File: config.mk
export PLATFORM = sky130hd
export DESIGN_NAME = servo_step_sched_flat
export DESIGN_NICKNAME = d
export VERILOG_FILES = /design/src/rtl/servo_step_sched_if.sv /design/src/rtl/servo_step_sched.sv /design/src/flat_wrapper.sv
export SDC_FILE = /design/constraint.sdc
export NUM_CORES = 1
export LEC_CHECK = 0
export CELL_PAD_IN_SITES_DETAIL_PLACEMENT = 0
export CELL_PAD_IN_SITES_GLOBAL_PLACEMENT = 2
export CORE_AREA = 2 2 168 153
export DETAILED_ROUTE_END_ITERATION = 12
export DIE_AREA = 0 0 170 155
export PLACE_DENSITY_LB_ADDON = 0.1
export SYNTH_ARGS = -nofsm -noshare
export SYNTH_HDL_FRONTEND = slang
export SYNTH_SLANG_ARGS = --single-unit
export TNS_END_PERCENT = 20
File: constraint.sdc
create_clock -name Clk -period 6.4 [get_ports Clk]
set_input_delay 1.28 -clock Clk [delete_from_list [all_inputs] [get_ports Clk]]
set_output_delay 1.28 -clock Clk [all_outputs]
set_load 0.005 [all_outputs]
File: src/rtl/servo_step_sched_if.sv
// Button/duty bundle for the pan/tilt servo step scheduler.
//
// Signals:
//   Bt_Up, Bt_Down, Bt_Left, Bt_Right : raw asynchronous push-buttons, active-high
//   Duty_X, Duty_Y                    : registered 6-bit pan/tilt duty values
//   Step_X, Step_Y                    : one-cycle pulse when an axis step is applied
//   Limit_X, Limit_Y                  : high while the axis duty sits at a bound
//
// The master side owns the buttons and consumes the duty values.
// The slave side is the scheduler itself.
interface servo_step_sched_if;
  logic       Bt_Up;
  logic       Bt_Down;
  logic       Bt_Left;
  logic       Bt_Right;
  logic [5:0] Duty_X;
  logic [5:0] Duty_Y;
  logic       Step_X;
  logic       Step_Y;
  logic       Limit_X;
  logic       Limit_Y;

  modport master (
    output Bt_Up, Bt_Down, Bt_Left, Bt_Right,
    input  Duty_X, Duty_Y, Step_X, Step_Y, Limit_X, Limit_Y
  );

  modport slave (
    input  Bt_Up, Bt_Down, Bt_Left, Bt_Right,
    output Duty_X, Duty_Y, Step_X, Step_Y, Limit_X, Limit_Y
  );
endinterface

File: src/rtl/servo_step_sched.sv
// Pan/tilt servo step scheduler.
//
// Synchronises and debounces four push-buttons.
// Each press becomes one step, followed by timed auto-repeat while the button is held.
// Steps are applied to saturating 6-bit duty registers.
//
// Ports:
//   Clk : system clock, rising edge
//   Rst : synchronous active-high reset
//   bus : servo_step_sched_if.slave
//         - buttons in
//         - Duty_X/Duty_Y, Step_X/Step_Y, Limit_X/Limit_Y out
//
// Axis index 0 is X (Left = -, Right = +).
// Axis index 1 is Y (Down = -, Up = +).
module servo_step_sched #(
  parameter int DEBOUNCE_CYCLES = 50000,
  parameter int REPEAT_DELAY    = 25000000,
  parameter int REPEAT_PERIOD   = 5000000,
  parameter int STEP            = 4,
  parameter int DUTY_MIN        = 0,
  parameter int DUTY_MAX        = 60,
  parameter int DUTY_INIT       = 32
) (
  input  logic              Clk,
  input  logic              Rst,
  servo_step_sched_if.slave bus
);

  localparam int CNT_MAX = (REPEAT_DELAY > REPEAT_PERIOD) ? REPEAT_DELAY : REPEAT_PERIOD;
  localparam int CNT_W   = $clog2(CNT_MAX);
  localparam int DEB_W   = $clog2(DEBOUNCE_CYCLES);

  localparam logic [CNT_W-1:0] DELAY_LAST  = CNT_W'(REPEAT_DELAY - 1);
  localparam logic [CNT_W-1:0] PERIOD_LAST = CNT_W'(REPEAT_PERIOD - 1);
  localparam logic [DEB_W-1:0] DEB_LAST    = DEB_W'(DEBOUNCE_CYCLES - 1);
  localparam logic [5:0]       INIT_DUTY   = 6'(DUTY_INIT);
  localparam logic             INIT_LIMIT  = (DUTY_INIT == DUTY_MIN) || (DUTY_INIT == DUTY_MAX);

  typedef enum logic [1:0] {IDLE, DELAY, REPEAT} state_t;

  // Button bit order: [0] Up, [1] Down, [2] Left, [3] Right
  logic [3:0]       btn_raw;
  logic [3:0]       sync1_q, sync1_d;
  logic [3:0]       sync2_q, sync2_d;
  logic [3:0]       deb_q, deb_d;
  logic [DEB_W-1:0] deb_cnt_q [4];
  logic [DEB_W-1:0] deb_cnt_d [4];

  logic [1:0]       plus, minus, req, hold, fire;
  state_t           state_q [2];
  state_t           state_d [2];
  logic [CNT_W-1:0] cnt_q [2];
  logic [CNT_W-1:0] cnt_d [2];
  logic [1:0]       dir_q, dir_d;
  logic [5:0]       duty_q [2];
  logic [5:0]       duty_d [2];
  logic [1:0]       step_q, step_d;
  logic [1:0]       limit_q, limit_d;

  assign btn_raw = {bus.Bt_Right, bus.Bt_Left, bus.Bt_Down, bus.Bt_Up};

  // Index 0 = X axis, index 1 = Y axis
  assign plus  = {deb_q[0], deb_q[3]};
  assign minus = {deb_q[1], deb_q[2]};

  // Both buttons of an axis pressed is a conflict, which reads as no request
  assign req = plus ^ minus;

  // Keep going only while the same single direction is still requested
  assign hold = req & ~(plus ^ dir_q);

  // Saturating step in 7 bits, so an add or subtract can never wrap
  function automatic logic [5:0] apply_step(input logic [5:0] duty, input logic up);
    logic [6:0] wide;
    wide = {1'b0, duty};
    if (up) begin
      if (wide + 7'(STEP) > 7'(DUTY_MAX)) return 6'(DUTY_MAX);
      else                                return 6'(wide + 7'(STEP));
    end else begin
      if (wide < 7'(DUTY_MIN + STEP)) return 6'(DUTY_MIN);
      else                            return 6'(wide - 7'(STEP));
    end
  endfunction

  // Two-flop synchroniser feeding a per-button debouncer.
  // A button's counter only runs while the synchronised sample disagrees with the accepted level.
  // Any agreeing sample clears that button's counter.
  always_comb begin
    sync1_d = btn_raw;
    sync2_d = sync1_q;
    deb_d   = deb_q;
    for (int i = 0; i < 4; i++) begin
      deb_cnt_d[i] = deb_cnt_q[i];
      if (sync2_q[i] == deb_q[i]) begin
        deb_cnt_d[i] = '0;
      end else if (deb_cnt_q[i] == DEB_LAST) begin
        deb_d[i]     = sync2_q[i];
        deb_cnt_d[i] = '0;
      end else begin
        deb_cnt_d[i] = deb_cnt_q[i] + 1'b1;
      end
    end
  end

  // Next-state logic for both axis FSMs.
  // Any drop-out from DELAY/REPEAT goes to IDLE for one cycle before a new request is honoured.
  always_comb begin
    for (int a = 0; a < 2; a++) begin
      state_d[a] = state_q[a];
      cnt_d[a]   = cnt_q[a];
      dir_d[a]   = dir_q[a];
      case (state_q[a])
        IDLE: begin
          if (req[a]) begin
            state_d[a] = DELAY;
            cnt_d[a]   = '0;
            dir_d[a]   = plus[a];
          end
        end
        DELAY: begin
          if (!hold[a]) begin
            state_d[a] = IDLE;
            cnt_d[a]   = '0;
          end else if (cnt_q[a] == DELAY_LAST) begin
            state_d[a] = REPEAT;
            cnt_d[a]   = '0;
          end else begin
            cnt_d[a] = cnt_q[a] + 1'b1;
          end
        end
        REPEAT: begin
          if (!hold[a]) begin
            state_d[a] = IDLE;
            cnt_d[a]   = '0;
          end else if (cnt_q[a] == PERIOD_LAST) begin
            cnt_d[a] = '0;
          end else begin
            cnt_d[a] = cnt_q[a] + 1'b1;
          end
        end
        default: begin
          state_d[a] = IDLE;
          cnt_d[a]   = '0;
        end
      endcase
    end
  end

  // Output logic: decide which axes step this cycle and compute the new duty and flags.
  // A step on an IDLE exit uses the freshly requested direction.
  // Steps in DELAY/REPEAT use the latched one.
  always_comb begin
    for (int a = 0; a < 2; a++) begin
      fire[a] = 1'b0;
      case (state_q[a])
        IDLE:    fire[a] = req[a];
        DELAY:   fire[a] = hold[a] && (cnt_q[a] == DELAY_LAST);
        REPEAT:  fire[a] = hold[a] && (cnt_q[a] == PERIOD_LAST);
        default: fire[a] = 1'b0;
      endcase
      duty_d[a]  = fire[a] ? apply_step(duty_q[a], plus[a]) : duty_q[a];
      step_d[a]  = fire[a];
      limit_d[a] = (duty_d[a] == 6'(DUTY_MIN)) || (duty_d[a] == 6'(DUTY_MAX));
    end
  end

  // State register for the synchronisers, debouncers, FSMs and duty outputs
  always_ff @(posedge Clk) begin
    if (Rst) begin
      sync1_q <= '0;
      sync2_q <= '0;
      deb_q   <= '0;
      for (int i = 0; i < 4; i++) deb_cnt_q[i] <= '0;
      for (int a = 0; a < 2; a++) begin
        state_q[a] <= IDLE;
        cnt_q[a]   <= '0;
        duty_q[a]  <= INIT_DUTY;
      end
      dir_q   <= '0;
      step_q  <= '0;
      limit_q <= {INIT_LIMIT, INIT_LIMIT};
    end else begin
      sync1_q <= sync1_d;
      sync2_q <= sync2_d;
      deb_q   <= deb_d;
      for (int i = 0; i < 4; i++) deb_cnt_q[i] <= deb_cnt_d[i];
      for (int a = 0; a < 2; a++) begin
        state_q[a] <= state_d[a];
        cnt_q[a]   <= cnt_d[a];
        duty_q[a]  <= duty_d[a];
      end
      dir_q   <= dir_d;
      step_q  <= step_d;
      limit_q <= limit_d;
    end
  end

  assign bus.Duty_X  = duty_q[0];
  assign bus.Duty_Y  = duty_q[1];
  assign bus.Step_X  = step_q[0];
  assign bus.Step_Y  = step_q[1];
  assign bus.Limit_X = limit_q[0];
  assign bus.Limit_Y = limit_q[1];

endmodule

File: src/flat_wrapper.sv
// flat-port wrapper written by rule: the top's interface ports become plain ports
module servo_step_sched_flat 
#(
  parameter int DEBOUNCE_CYCLES = 50000,
  parameter int REPEAT_DELAY    = 25000000,
  parameter int REPEAT_PERIOD   = 5000000,
  parameter int STEP            = 4,
  parameter int DUTY_MIN        = 0,
  parameter int DUTY_MAX        = 60,
  parameter int DUTY_INIT       = 32
)
  (Clk, Rst, bus_Bt_Up, bus_Bt_Down, bus_Bt_Left, bus_Bt_Right, bus_Duty_X, bus_Duty_Y, bus_Step_X, bus_Step_Y, bus_Limit_X, bus_Limit_Y);
  servo_step_sched_if bus_i ();
  input  logic Clk;
  input  logic Rst;
  input wire logic [$bits(bus_i.Bt_Up)-1:0] bus_Bt_Up;
  input wire logic [$bits(bus_i.Bt_Down)-1:0] bus_Bt_Down;
  input wire logic [$bits(bus_i.Bt_Left)-1:0] bus_Bt_Left;
  input wire logic [$bits(bus_i.Bt_Right)-1:0] bus_Bt_Right;
  output wire logic [$bits(bus_i.Duty_X)-1:0] bus_Duty_X;
  output wire logic [$bits(bus_i.Duty_Y)-1:0] bus_Duty_Y;
  output wire logic [$bits(bus_i.Step_X)-1:0] bus_Step_X;
  output wire logic [$bits(bus_i.Step_Y)-1:0] bus_Step_Y;
  output wire logic [$bits(bus_i.Limit_X)-1:0] bus_Limit_X;
  output wire logic [$bits(bus_i.Limit_Y)-1:0] bus_Limit_Y;
  assign bus_i.Bt_Up = bus_Bt_Up;
  assign bus_i.Bt_Down = bus_Bt_Down;
  assign bus_i.Bt_Left = bus_Bt_Left;
  assign bus_i.Bt_Right = bus_Bt_Right;
  assign bus_Duty_X = bus_i.Duty_X;
  assign bus_Duty_Y = bus_i.Duty_Y;
  assign bus_Step_X = bus_i.Step_X;
  assign bus_Step_Y = bus_i.Step_Y;
  assign bus_Limit_X = bus_i.Limit_X;
  assign bus_Limit_Y = bus_i.Limit_Y;
  servo_step_sched #(.DEBOUNCE_CYCLES(DEBOUNCE_CYCLES), .REPEAT_DELAY(REPEAT_DELAY), .REPEAT_PERIOD(REPEAT_PERIOD), .STEP(STEP), .DUTY_MIN(DUTY_MIN), .DUTY_MAX(DUTY_MAX), .DUTY_INIT(DUTY_INIT)) u_core (.Clk(Clk), .Rst(Rst), .bus(bus_i));
endmodule
* Yosys cells after proc, flatten, opt, wreduce, memory -nomap -nowiden
Memory sizes are Yosys's and may differ from the RTL's.
Index checks and enable logic that the tools add are counted.
** Word-level totals
- Flip-flop bits (word level) :: 18
- RAM bits :: 130
- Output and inout port bits :: 16
- Logic and storage cells :: 133
- Memories kept :: 4
** Cells by class
- $add $sub $neg :: 10
- $lt $le $gt $ge :: 4
- Eq/ne operators :: 18
- Multiplexer cells :: 53
- Bitwise gates (word level) :: 18
- Reduce and logical (&&, ||, !) cells :: 16
** Memory list
- u_core.deb_cnt_q :: words 4, bits a word 16, rd ports 4, clocked after Yosys merged registers in 0, write ports 4, RTL line servo_step_sched.sv:47 : logic [DEB_W-1:0] deb_cnt_q [4];
- u_core.cnt_q :: words 2, bits a word 25, rd ports 2, clocked after Yosys merged registers in 0, write ports 2, RTL line servo_step_sched.sv:53 : logic [CNT_W-1:0] cnt_q [2];
- u_core.duty_q :: words 2, bits a word 6, rd ports 2, clocked after Yosys merged registers in 0, write ports 2, RTL line servo_step_sched.sv:56 : logic [5:0] duty_q [2];
- u_core.state_q :: words 2, bits a word 2, rd ports 2, clocked after Yosys merged registers in 0, write ports 2, RTL line servo_step_sched.sv:51 : state_t state_q [2];
** Operators by type and width (number)
- two-way mux 25 bit :: 12
- two-way mux 16 bit :: 12
- one-hot mux 25 bit (3 select lines) :: 2
- adder 16 x 1 -> 16 bit (second input constant) :: 4
- equality test 16 bit (second input constant) :: 4
- two-way mux 6 bit :: 10
- adder 25 x 1 -> 25 bit (second input constant) :: 2
- equality test 25 x 23 -> 1 bit (second input constant) :: 2
- equality test 25 bit (second input constant) :: 2
- two-way mux 2 bit :: 10
- adder 6 x 3 -> 7 bit (second input constant) :: 2
- greater-than comparator 7 x 6 -> 1 bit (second input constant) :: 2
- equality test 6 bit (second input constant) :: 2
- zero test 6 bit :: 2
- less-than comparator 6 x 3 -> 1 bit (second input constant) :: 2
- one-hot mux 2 bit (3 select lines) :: 2
- AND reduction 2 bit :: 6
- subtractor 6 x 3 -> 6 bit (second input constant) :: 2
- OR 1 bit :: 10
- one-hot mux 1 bit (3 select lines) :: 2
- equality test 1 bit :: 4
- equality test 2 x 1 -> 1 bit (second input constant) :: 2
- equality test 2 bit (second input constant) :: 2
- logical AND 1 bit :: 4
- other kinds (7) :: 15

* Longest topological paths before layout
Gate-level depths: netlist (run 1).
- Depth in word-level cells :: 8
- Gate-level depth with buffers :: 9
- Gate-level depth less buffers :: 8

* Worst setup path before layout (run 1)
Ideal clock, no wire load.
- Kind :: register -> register
- Start :: mem u_core.cnt_q[0][13] in the netlist's numbering
- End :: mem u_core.duty_q[0][5]
- Library setup time :: 0.134 ns
- Arrival time :: 2.047 ns
- Required time :: 6.266 ns
- Path slack :: 4.219 ns
- Cell stages (with the launch flop) :: 7
- Buffers on the path :: 0
- Period minus slack after synthesis :: 2.181 ns
- Path through :: dfxtp_1 or4_1 or4_1 mux2_4 o32ai_4 and3_2 o21ai_0
** RTL lines (RTL line)
- start, declared :: servo_step_sched.sv:53
- end, declared :: servo_step_sched.sv:56

==> flow_summary.yaml, run 1 <==
synthesis:
  synth_edf_count: 0
  ys_async_sr_fraction: 0
  synth_compound_area_frac: 0.0915
  synth_cells: 859
  synth_top_family_by_area: "simple AND/OR/NAND/NOR gates"
  synth.area.mux_share: 0.0144
  synth_top_area_share: 0.407
  synth.avg_cell_area_um2: 8.47
  synth_seq_cells: 148
  synth_area_leaders: "dfxtp_1, nor2_1, xnor2_1"
  ys_types: 68
  syn_nets: 885
  seq_area_frac_synth: 0.407
  yosysWarnings: 0
  yosysTopAreaCell: "dfxtp_1"
  synthAdderAreaFrac: 0.0344
  yosys.area_share.simple: 0.300
  synthXorXnorAreaFrac: 0.118
  synth_flop_cell: "dfxtp_1"
  netlist_area_mm2: 0.00728
setup_path:
  path_depth: 6
  cp.arrival_ns: 3.23
  critPathKind: "reg -> reg"
  setup.worst_path.end_class: "flop"
  cp.required_ns: 6.66
  start_kind: "flop"
  reg2regPathDepth: 6
  critical_path.max_fanout: 22
  crit_chain: "or4_1, or4_1, o21ai_0, a21oi_1, o21ai_2, nor2_1"
  crit_path_frequent_cell: "or4_1"
  crit_family: "compound AO/OA/AOI/OAI gates"
  critPathBufInv: 0
  max_stage_delay_ns: 0.85
  rrSetupSlack_ns: 3.43
  cpMaxStageDelayCell: "o21ai_2"
pwr:
  sw_frac_of_total: 0.238
  powerDensity_mw_per_mm2: 242
  clkPwrFrac: 0.500
  power.leakage_nw: 2.68
  power.share.sequential: 0.462
  netSwitchingPower_w: 0.000481
  ir_drop_uv: 152
  p_int_w: 0.00154
  p_comb_frac: 0.038
  totalPowerFinal_w: 0.00202
final_layout:
  layout-drive-gt1-share: 0.0624
  seqCellArea_mm2: 0.00296
  layout_common_cells: "nor2_1, dfxtp_1, nand2_1"
  num_antenna_cells: 0
  layout.cells.non_filler: 1195
  multi_input_area_mm2: 0.00406
  fin_nets: 895
  n_fill_cell: 2553
  final_common_cell: "nor2_1"
  syn2layout_area_growth_pct: 14.7
cts:
  cts_resized: 0
  clkSinkCount: 148
  h-tree-depth: 4
  hold_buffers: 0
  clk-insertion-delay-late_ns: 0.42
  numCtsBuffers: 17
  cts_setup_buffers: 0
  cts_buffer_depth: 2
  root_buffer: "clkbuf_16"
  clk_pin_slew_ns: 0.06
  cts_tree: "done"
drt:
  drt_first_pass_iters: 4
  drt_iter0_markers: 383
  via_per_inst: 4.88
  totalWireLength_um: 16300
  drc: 0
  vias: 5832
  routedWlPerCell_um: 13.7
  final_antenna_net_count: 0
global_route:
  grt_max_degree: 35
  grt_pass1_wl_um: 28000
  grt_overflow: 0
  grt_use_total: 0.130
  antenna_found_initial: 0
  grt_pass1_vias: 5611
floorplan:
  core_mm2: 0.0248
  dieWidth_um: 170
  start_util: 0.294
  die_y_um: 155
  fp.dieArea_mm2: 0.0264
  io_pins: 22
  fp-row-count: 55
timing:
  slew_violations: 0
  max_freq_mhz: 337
  slew_headroom: 0.340
  rsz0062_at_grt: "no"
  fin_skew_ns: 0.0123
  tightest_slew_ns: 0.990
  fin_tns_setup_ns: 0
  worst_hold_slack_ns: 0.435
  period_needed_ns: 2.97
  hold_viol: 0
  setup_viol: 0
  fin_crit_sh: 0.464
placed_design:
  io_buffers: 21
  place_inst: 1163
  place_congestion: 0.760
  dp_hpwl_um: 11500
run_status:
  status: "finished clean"
hold_path:
  hp-class: "reg -> reg"
  hold_path_depth: 1
flow_run:
  maxCapViolations: 0
## cell usage after synthesis, drive strengths merged, types with 11 or more instances
| cell | n |
|---|---|
| a21oi | 29 |
| inv | 32 |
| nor2 | 153 |
| ha | 20 |
| nand2 | 61 |
| or3 | 13 |
| dfxtp | 148 |
| o21ai | 36 |
| and3 | 18 |
| clkbuf | 23 |
| nor3 | 11 |
| nand3 | 39 |
| xnor2 | 56 |
| nand4 | 27 |
| xor2 | 41 |
| nor2b | 12 |
## path summary, 6_finish.rpt
| kind | to | from |
|---|---|---|
| worst max-delay path | u_core.cnt_q[0][19] | u_core.cnt_q[0][13] |
| worst min-delay path | u_core.sync2_q[0] | u_core.sync1_q[0] |
| worst max register to register | u_core.cnt_q[0][19] | u_core.cnt_q[0][13] |
| worst min register to register | u_core.sync2_q[0] | u_core.sync1_q[0] |
## through the flow
step / instance area [µm²] / setup slack, ns / util
6_report: 8350 / 3.43 / 0.337
5_1_grt: 8350 / 3.13 / 0.337
4_1_cts: 8350 / 3.39 / 0.337
3_5_place_dp: 7760 / 3.13 / 0.313
3_3_place_gp: 7760 / 3.21 / 0.313
2_1_floorplan: 7280 / 4.22 / -
## cell type report
class                   count  share of cell area
multi-input cells         647               0.486
flip-flops and latches    148               0.355
clock buffers              19              0.0530
well taps                 313              0.0469
repair buffers             23              0.0270
clock inverters            13              0.0178
inverters                  32              0.0144
## power by group through the flow
stage	combinational (W)	clock (W)	sequential, W
after floorplan	0.0000572	0	0.000954
final	0.0000761	0.00101	0.000934
after detailed placement	0.0000780	0	0.000955
after global placement	0.0000756	0	0.000955
after global routing	0.0000860	0.00109	0.000935
after CTS	0.0000780	0.00105	0.000934
## metal layers
layer | up-vias | global-route usage | wire length, µm | part of all wire
met2 | 55 | 0.207 | 7470 | 0.46
met1 | 2764 | 0.176 | 8190 | 0.50
met3 | 11 | 0.0331 | 452 | 0.028
met5 | - | 0 | 0 | 0
met4 | 0 | 0.0346 | 204 | 0.013
li1 | 3002 | - | - | -
## logic make-up (layout without fill, tap and decap cells)
kind of cell,count (synthesis),count (layout)
adder cells (fa/ha/maj),20,20
XOR/XNOR,97,97
multiplexers,10,10
AND/OR/NAND/NOR,418,418
buffers and inverters,64,87
AO/OA/AOI/OAI,102,102
flip-flops,148,148
## state kept, by name, indices dropped and copies added (netlist names)
name,cells
u_core.deb_cnt_q,64
u_core.cnt_q,50
u_core.duty_q,12
u_core.deb_q,4
u_core.state_q,4
u_core.sync1_q,4
u_core.sync2_q,4
u_core.dir_q,2
u_core.limit_q,2
u_core.step_q,2
Note: power is estimated with default switching activity, not from simulation.
==> run 2, diff against run 1 <==
==> constraint.sdc (replaced) <==
create_clock -name Clk -period 2.8 [get_ports Clk]
set_input_delay 0.56 -clock Clk [delete_from_list [all_inputs] [get_ports Clk]]
set_output_delay 0.56 -clock Clk [all_outputs]
set_load 0.005 [all_outputs]
==> run 2 against run 1 <==
Net effect:
- global-route usage about the same
- clock power increased by 140%
- wire length is essentially flat
- critical path depth increased by 1
- final cell count grew 0.75%
- combinational power increased by 140%
- first-iteration DRC count fell by 19%
- fmax is 22% higher
- critical endpoint is now u_core.cnt_q[0][12]
- largest cell class unchanged
- largest power group unchanged
- highest routed layer unchanged
==> flow_summary.yaml, run 2 (same netlist as run 1, synthesis figures left out) <==
run_status:
  status: "finished clean"
floorplan:
  dieWidth_um: 170
  fp-row-count: 55
  fp.dieArea_mm2: 0.0264
  io_pins: 22
  core_mm2: 0.0248
  die_y_um: 155
  start_util: 0.294
timing:
  slew_headroom: 0.469
  slew_violations: 0
  fin_crit_sh: 0.873
  period_needed_ns: 2.44
  hold_viol: 0
  worst_hold_slack_ns: 0.440
  setup_viol: 0
  fin_skew_ns: 0.0115
  max_freq_mhz: 409
  rsz0062_at_grt: "no"
  fin_tns_setup_ns: 0
  tightest_slew_ns: 0.796
final_layout:
  top_regs: "u_core.deb_cnt_q (64), u_core.cnt_q (50), u_core.duty_q (12)"
  fin_nets: 904
  layout_common_cells: "nor2_1, dfxtp_1, nand2_1"
  stdcell_area_mm2: 0.00846
  largest-register: "u_core.deb_cnt_q"
  n_fill_cell: 2550
  num_antenna_cells: 0
  syn2layout_area_growth_pct: 16.3
  largest_reg_flops: 64
  final_common_cell: "nor2_1"
  layout-drive-gt1-share: 0.0730
cts:
  clkSinkCount: 148
  clk-insertion-delay-late_ns: 0.42
  h-tree-depth: 4
  cts_tree: "done"
  clk_pin_slew_ns: 0.06
  numCtsBuffers: 17
  cts_setup_buffers: 0
  root_buffer: "clkbuf_16"
  cts_buffer_depth: 2
  cts_resized: 0
  hold_buffers: 0
global_route:
  grt_pass1_vias: 5528
  globalRouteMet2Util: 0.209
  grt_busiest_layer: "met2"
  grt_pass1_wl_um: 27900
  grt_max_degree: 34
  antenna_found_initial: 0
  grt_use_total: 0.130
  grt_overflow: 0
  use_met3: 0.0290
  grt_util_met1: 0.175
placed_design:
  place_area_mm2: 0.00784
  dp_hpwl_um: 11400
  io_buffers: 21
  place_congestion: 0.748
pwr:
  totalPowerFinal_w: 0.00474
  power.leakage_nw: 2.75
  ir_drop_uv: 351
  powerDensity_mw_per_mm2: 560
drt:
  vias: 5819
  totalWireLength_um: 16300
  drc: 0
  drt_first_pass_iters: 4
  via_per_inst: 4.83
  routedWlPerCell_um: 13.6
  drt_iter0_markers: 310
  final_antenna_net_count: 0
setup_path:
  crit_family: "simple AND/OR/NAND/NOR gates"
  cpMaxStageDelayCell: "or4_1"
  critPathKind: "reg -> reg"
  cp.required_ns: 3.10
  critical_path.max_fanout: 22
  cp.arrival_ns: 2.74
  crit_chain: "or4_1, or4_1, o21ai_0, a21oi_1, o21ai_2, buf_4, nor2_1"
  start_kind: "flop"
  crit_path_frequent_cell: "or4_1"
  max_stage_delay_ns: 0.51
  critPathBufInv: 1
  setup.worst_path.end_class: "flop"
flow_run:
  maxCapViolations: 0
hold_path:
  hp-class: "reg -> reg"
run 2: cell types whose count changed in the layout (fill, tap and decap cells not counted):
cell,previous run,this run
buf_4,2,10
clkbuf_8,1,2
clkbuf_1,1,0
bufinv_16,2,3
clkinvlp_4,3,2
buf_12,0,1
run 2: final cells by class:
class | count | area (µm²) | area share
Clock buffer | 19 | 453 | 0.0535
Clock inverter | 13 | 171 | 0.0203
Inverter | 32 | 120 | 0.0142
Multi-Input combinational cell | 647 | 4060 | 0.480
Sequential cell | 148 | 2960 | 0.350
Tap cell | 313 | 392 | 0.0463
Timing Repair Buffer | 32 | 305 | 0.0361
run 2: report_power, final:
group	switching [W]	internal (W)	leakage (nW)	total (W)
logic	0.000127	0.0000558	1.26	0.000183
clock network	0.000954	0.00146	0.301	0.00242
registers	0.0000140	0.00212	1.19	0.00214
run 2: metal layers:
metal,routed length (µm),part of all wire,vias up
met2,7460,0.46,50
met4,174,0.011,0
met1,8280,0.51,2744
met3,411,0.025,14
li1,-,-,3011
met5,0,0,-
run 2: metrics by stage:
step                utilization  cells  setup WS [ns]
detailed placement        0.316   1172          0.376
global route              0.342   1204          0.191
floorplan                     -    859          0.619
CTS                       0.342   1204          0.355
global placement          0.316   1172          0.410
finish                    0.342   1204          0.356
run 2: worst reg2reg max path, cell delays in order (launching register included):
cell and delay (ns):
dfxtp_1 0.36, or4_1 0.51, or4_1 0.45, o21ai_0 0.17, a21oi_1 0.26, o21ai_2 0.20
buf_4 0.28, nor2_1 0.09
run 2: final timing paths:
path,slack (ns),startpoint,end,cells past startpoint
setup / recovery,0.36,u_core.cnt_q[0][13],u_core.cnt_q[0][12],7
hold / removal,0.44,u_core.sync1_q[0],u_core.sync2_q[0],1
setup reg to reg,0.36,u_core.cnt_q[0][13],u_core.cnt_q[0][12],7
hold reg to reg,0.44,u_core.sync1_q[0],u_core.sync2_q[0],1
==> run 3, diff against run 2 <==
--- a/config.mk
+++ b/config.mk
@@ -7,10 +7,10 @@
 export LEC_CHECK = 0
 export CELL_PAD_IN_SITES_DETAIL_PLACEMENT = 0
 export CELL_PAD_IN_SITES_GLOBAL_PLACEMENT = 2
-export CORE_AREA = 2 2 168 153
+export CORE_AREA = 2 2 159 161
 export DETAILED_ROUTE_END_ITERATION = 12
-export DIE_AREA = 0 0 170 155
-export PLACE_DENSITY_LB_ADDON = 0.1
+export DIE_AREA = 0 0 161 163
+export PLACE_DENSITY = 0.7
 export SYNTH_ARGS = -nofsm -noshare
 export SYNTH_HDL_FRONTEND = slang
 export SYNTH_SLANG_ARGS = --single-unit
==> run 3 against run 2 <==
Net effect:
- power increased by 0.33%
- critical path depth is 1 lower
- core utilization grew 0.38 points
- critical path type unchanged
- critical endpoint is now u_core.duty_q[0][5]
- largest cell class unchanged
==> flow_summary.yaml, run 3 (same netlist as run 1, synthesis figures left out) <==
global_route:
  grt_use_total: 0.125
  globalRouteMet2Util: 0.190
  grt_pass1_vias: 5369
  grt_overflow: 0
  antenna_found_initial: 0
  use_met3: 0.0219
  grt_util_met1: 0.177
  grt_busiest_layer: "met2"
  grt_max_degree: 24
  grt_pass1_wl_um: 27100
pwr:
  power.leakage_nw: 2.76
  clkPwrFrac: 0.509
  power.share.sequential: 0.450
  sw_frac_of_total: 0.218
  powerDensity_mw_per_mm2: 557
  ir_drop_uv: 285
  p_int_w: 0.00371
  p_comb_frac: 0.042
  netSwitchingPower_w: 0.00104
drt:
  vias: 5734
  via_per_inst: 4.68
  drt_iter0_markers: 420
  totalWireLength_um: 15700
  final_antenna_net_count: 0
  routedWlPerCell_um: 12.8
  drt_first_pass_iters: 4
  drc: 0
setup_path:
  critPathKind: "reg -> reg"
  setup.worst_path.end_class: "flop"
  path_depth: 6
  critPathBufInv: 0
  rrSetupSlack_ns: 0.43
  r2r_end: "u_core.duty_q[0][5]"
  crit_chain: "or4_1, or4_1, mux2_4, o32ai_4, and3_2, o21ai_0"
  timing.critical_path.from: "u_core.cnt_q[0][13]"
  cpMaxStageDelayCell: "or4_1"
  r2r_start: "u_core.cnt_q[0][13]"
  cp.required_ns: 3.10
  start_kind: "flop"
  crit_family: "simple AND/OR/NAND/NOR gates"
  max_stage_delay_ns: 0.51
  critical_path.max_fanout: 10
  crit_path_frequent_cell: "or4_1"
  cp.arrival_ns: 2.66
  reg2regPathDepth: 6
hold_path:
  hold_path_depth: 1
  hold_start: "u_core.deb_cnt_q[0][0]"
  hp-class: "reg -> reg"
  min_to: "u_core.deb_cnt_q[0][0]"
timing:
  fin_tns_setup_ns: 0
  tightest_slew_ns: 0.561
  fin_skew_ns: 0.0136
  hold_viol: 0
  slew_headroom: 0.622
  setup_viol: 0
  fin_crit_sh: 0.845
  setup_ws_ns: 0.433
  period_needed_ns: 2.37
  max_freq_mhz: 422
  slew_violations: 0
  rsz0062_at_grt: "no"
cts:
  cts_tree: "done"
  cts_buffer_depth: 2
  clkSinkCount: 148
  numCtsBuffers: 17
  cts_resized: 0
  clk_pin_slew_ns: 0.06
  clk-insertion-delay-late_ns: 0.42
  h-tree-depth: 4
  root_buffer: "clkbuf_16"
  hold_buffers: 0
  cts_setup_buffers: 0
final_layout:
  syn2layout_area_growth_pct: 17.1
  layout_common_cells: "nor2_1, dfxtp_1, nand2_1"
  num_antenna_cells: 0
  n_fill_cell: 2592
  final_common_cell: "nor2_1"
  layout-drive-gt1-share: 0.0748
  fin_nets: 909
  largest-register: "u_core.deb_cnt_q"
  largest_reg_flops: 64
  top_regs: "u_core.deb_cnt_q (64), u_core.cnt_q (50), u_core.duty_q (12)"
floorplan:
  fp-row-count: 58
  fp.dieArea_mm2: 0.0262
  io_pins: 22
  core_mm2: 0.0247
  die_y_um: 163
  dieWidth_um: 161
  start_util: 0.295
run_status:
  status: "finished clean"
flow_run:
  maxCapViolations: 0
placed_design:
  dp_hpwl_um: 11000
  io_buffers: 21
  place_ws_ns: 0.449
  place_congestion: 0.735
run 3: cell count changes in the layout (fill, tap and decap cells not counted), moves of 2 or more:
cell	delta
clkinv_4	-3
clkinvlp_4	+3
clkbuf_1	+3
inv_6	-2
buf_4	+5
run 3: layout make-up:
class / instances / area (µm²) / area share
multi-input combinational: 647 / 4060 / 0.476
sequential: 148 / 2960 / 0.348
clock buffer: 21 / 450 / 0.0528
tap: 330 / 413 / 0.0484
timing repair buffer: 37 / 343 / 0.0402
clock inverter: 11 / 175 / 0.0206
inverter: 32 / 120 / 0.0141
run 3: power groups by stage:
stage / Sequential, W / Combinational, W / Clock [W]
after global placement: 0.00218 / 0.000208 / 0
final: 0.00214 / 0.000198 / 0.00242
after detailed placement: 0.00218 / 0.000204 / 0
after CTS: 0.00214 / 0.000205 / 0.00250
after floorplan: 0.00218 / 0.000131 / 0
after global routing: 0.00214 / 0.000226 / 0.00258
run 3: how the worst max path moves through the flow:
stage / end / slack, ns
after floorplan: u_core.duty_q[0][5] / 0.62
after global placement: u_core.duty_q[0][5] / 0.47
after detailed placement: u_core.duty_q[0][1] / 0.45
after CTS: u_core.duty_q[0][5] / 0.43
after global routing: u_core.duty_q[0][5] / 0.27
final: u_core.duty_q[0][5] / 0.43
run 3: metrics by stage:
stage	hold WS [ns]	instances	power, W	utilization	cell area [µm²]
after floorplan	0.413	859	0.00231	-	7280
after global placement	0.423	1194	0.00239	0.320	7900
after detailed placement	0.431	1194	0.00239	0.320	7900
after CTS	0.441	1226	0.00484	0.345	8520
after global routing	0.464	1226	0.00494	0.345	8520
final	0.440	1226	0.00475	0.345	8520
run 3: per-layer routing:
layer | up-vias | wire (µm)
met1 | 2654 | 8230
met4 | 0 | 157
met2 | 43 | 6970
met3 | 7 | 323
met5 | - | 0
li1 | 3030 | -
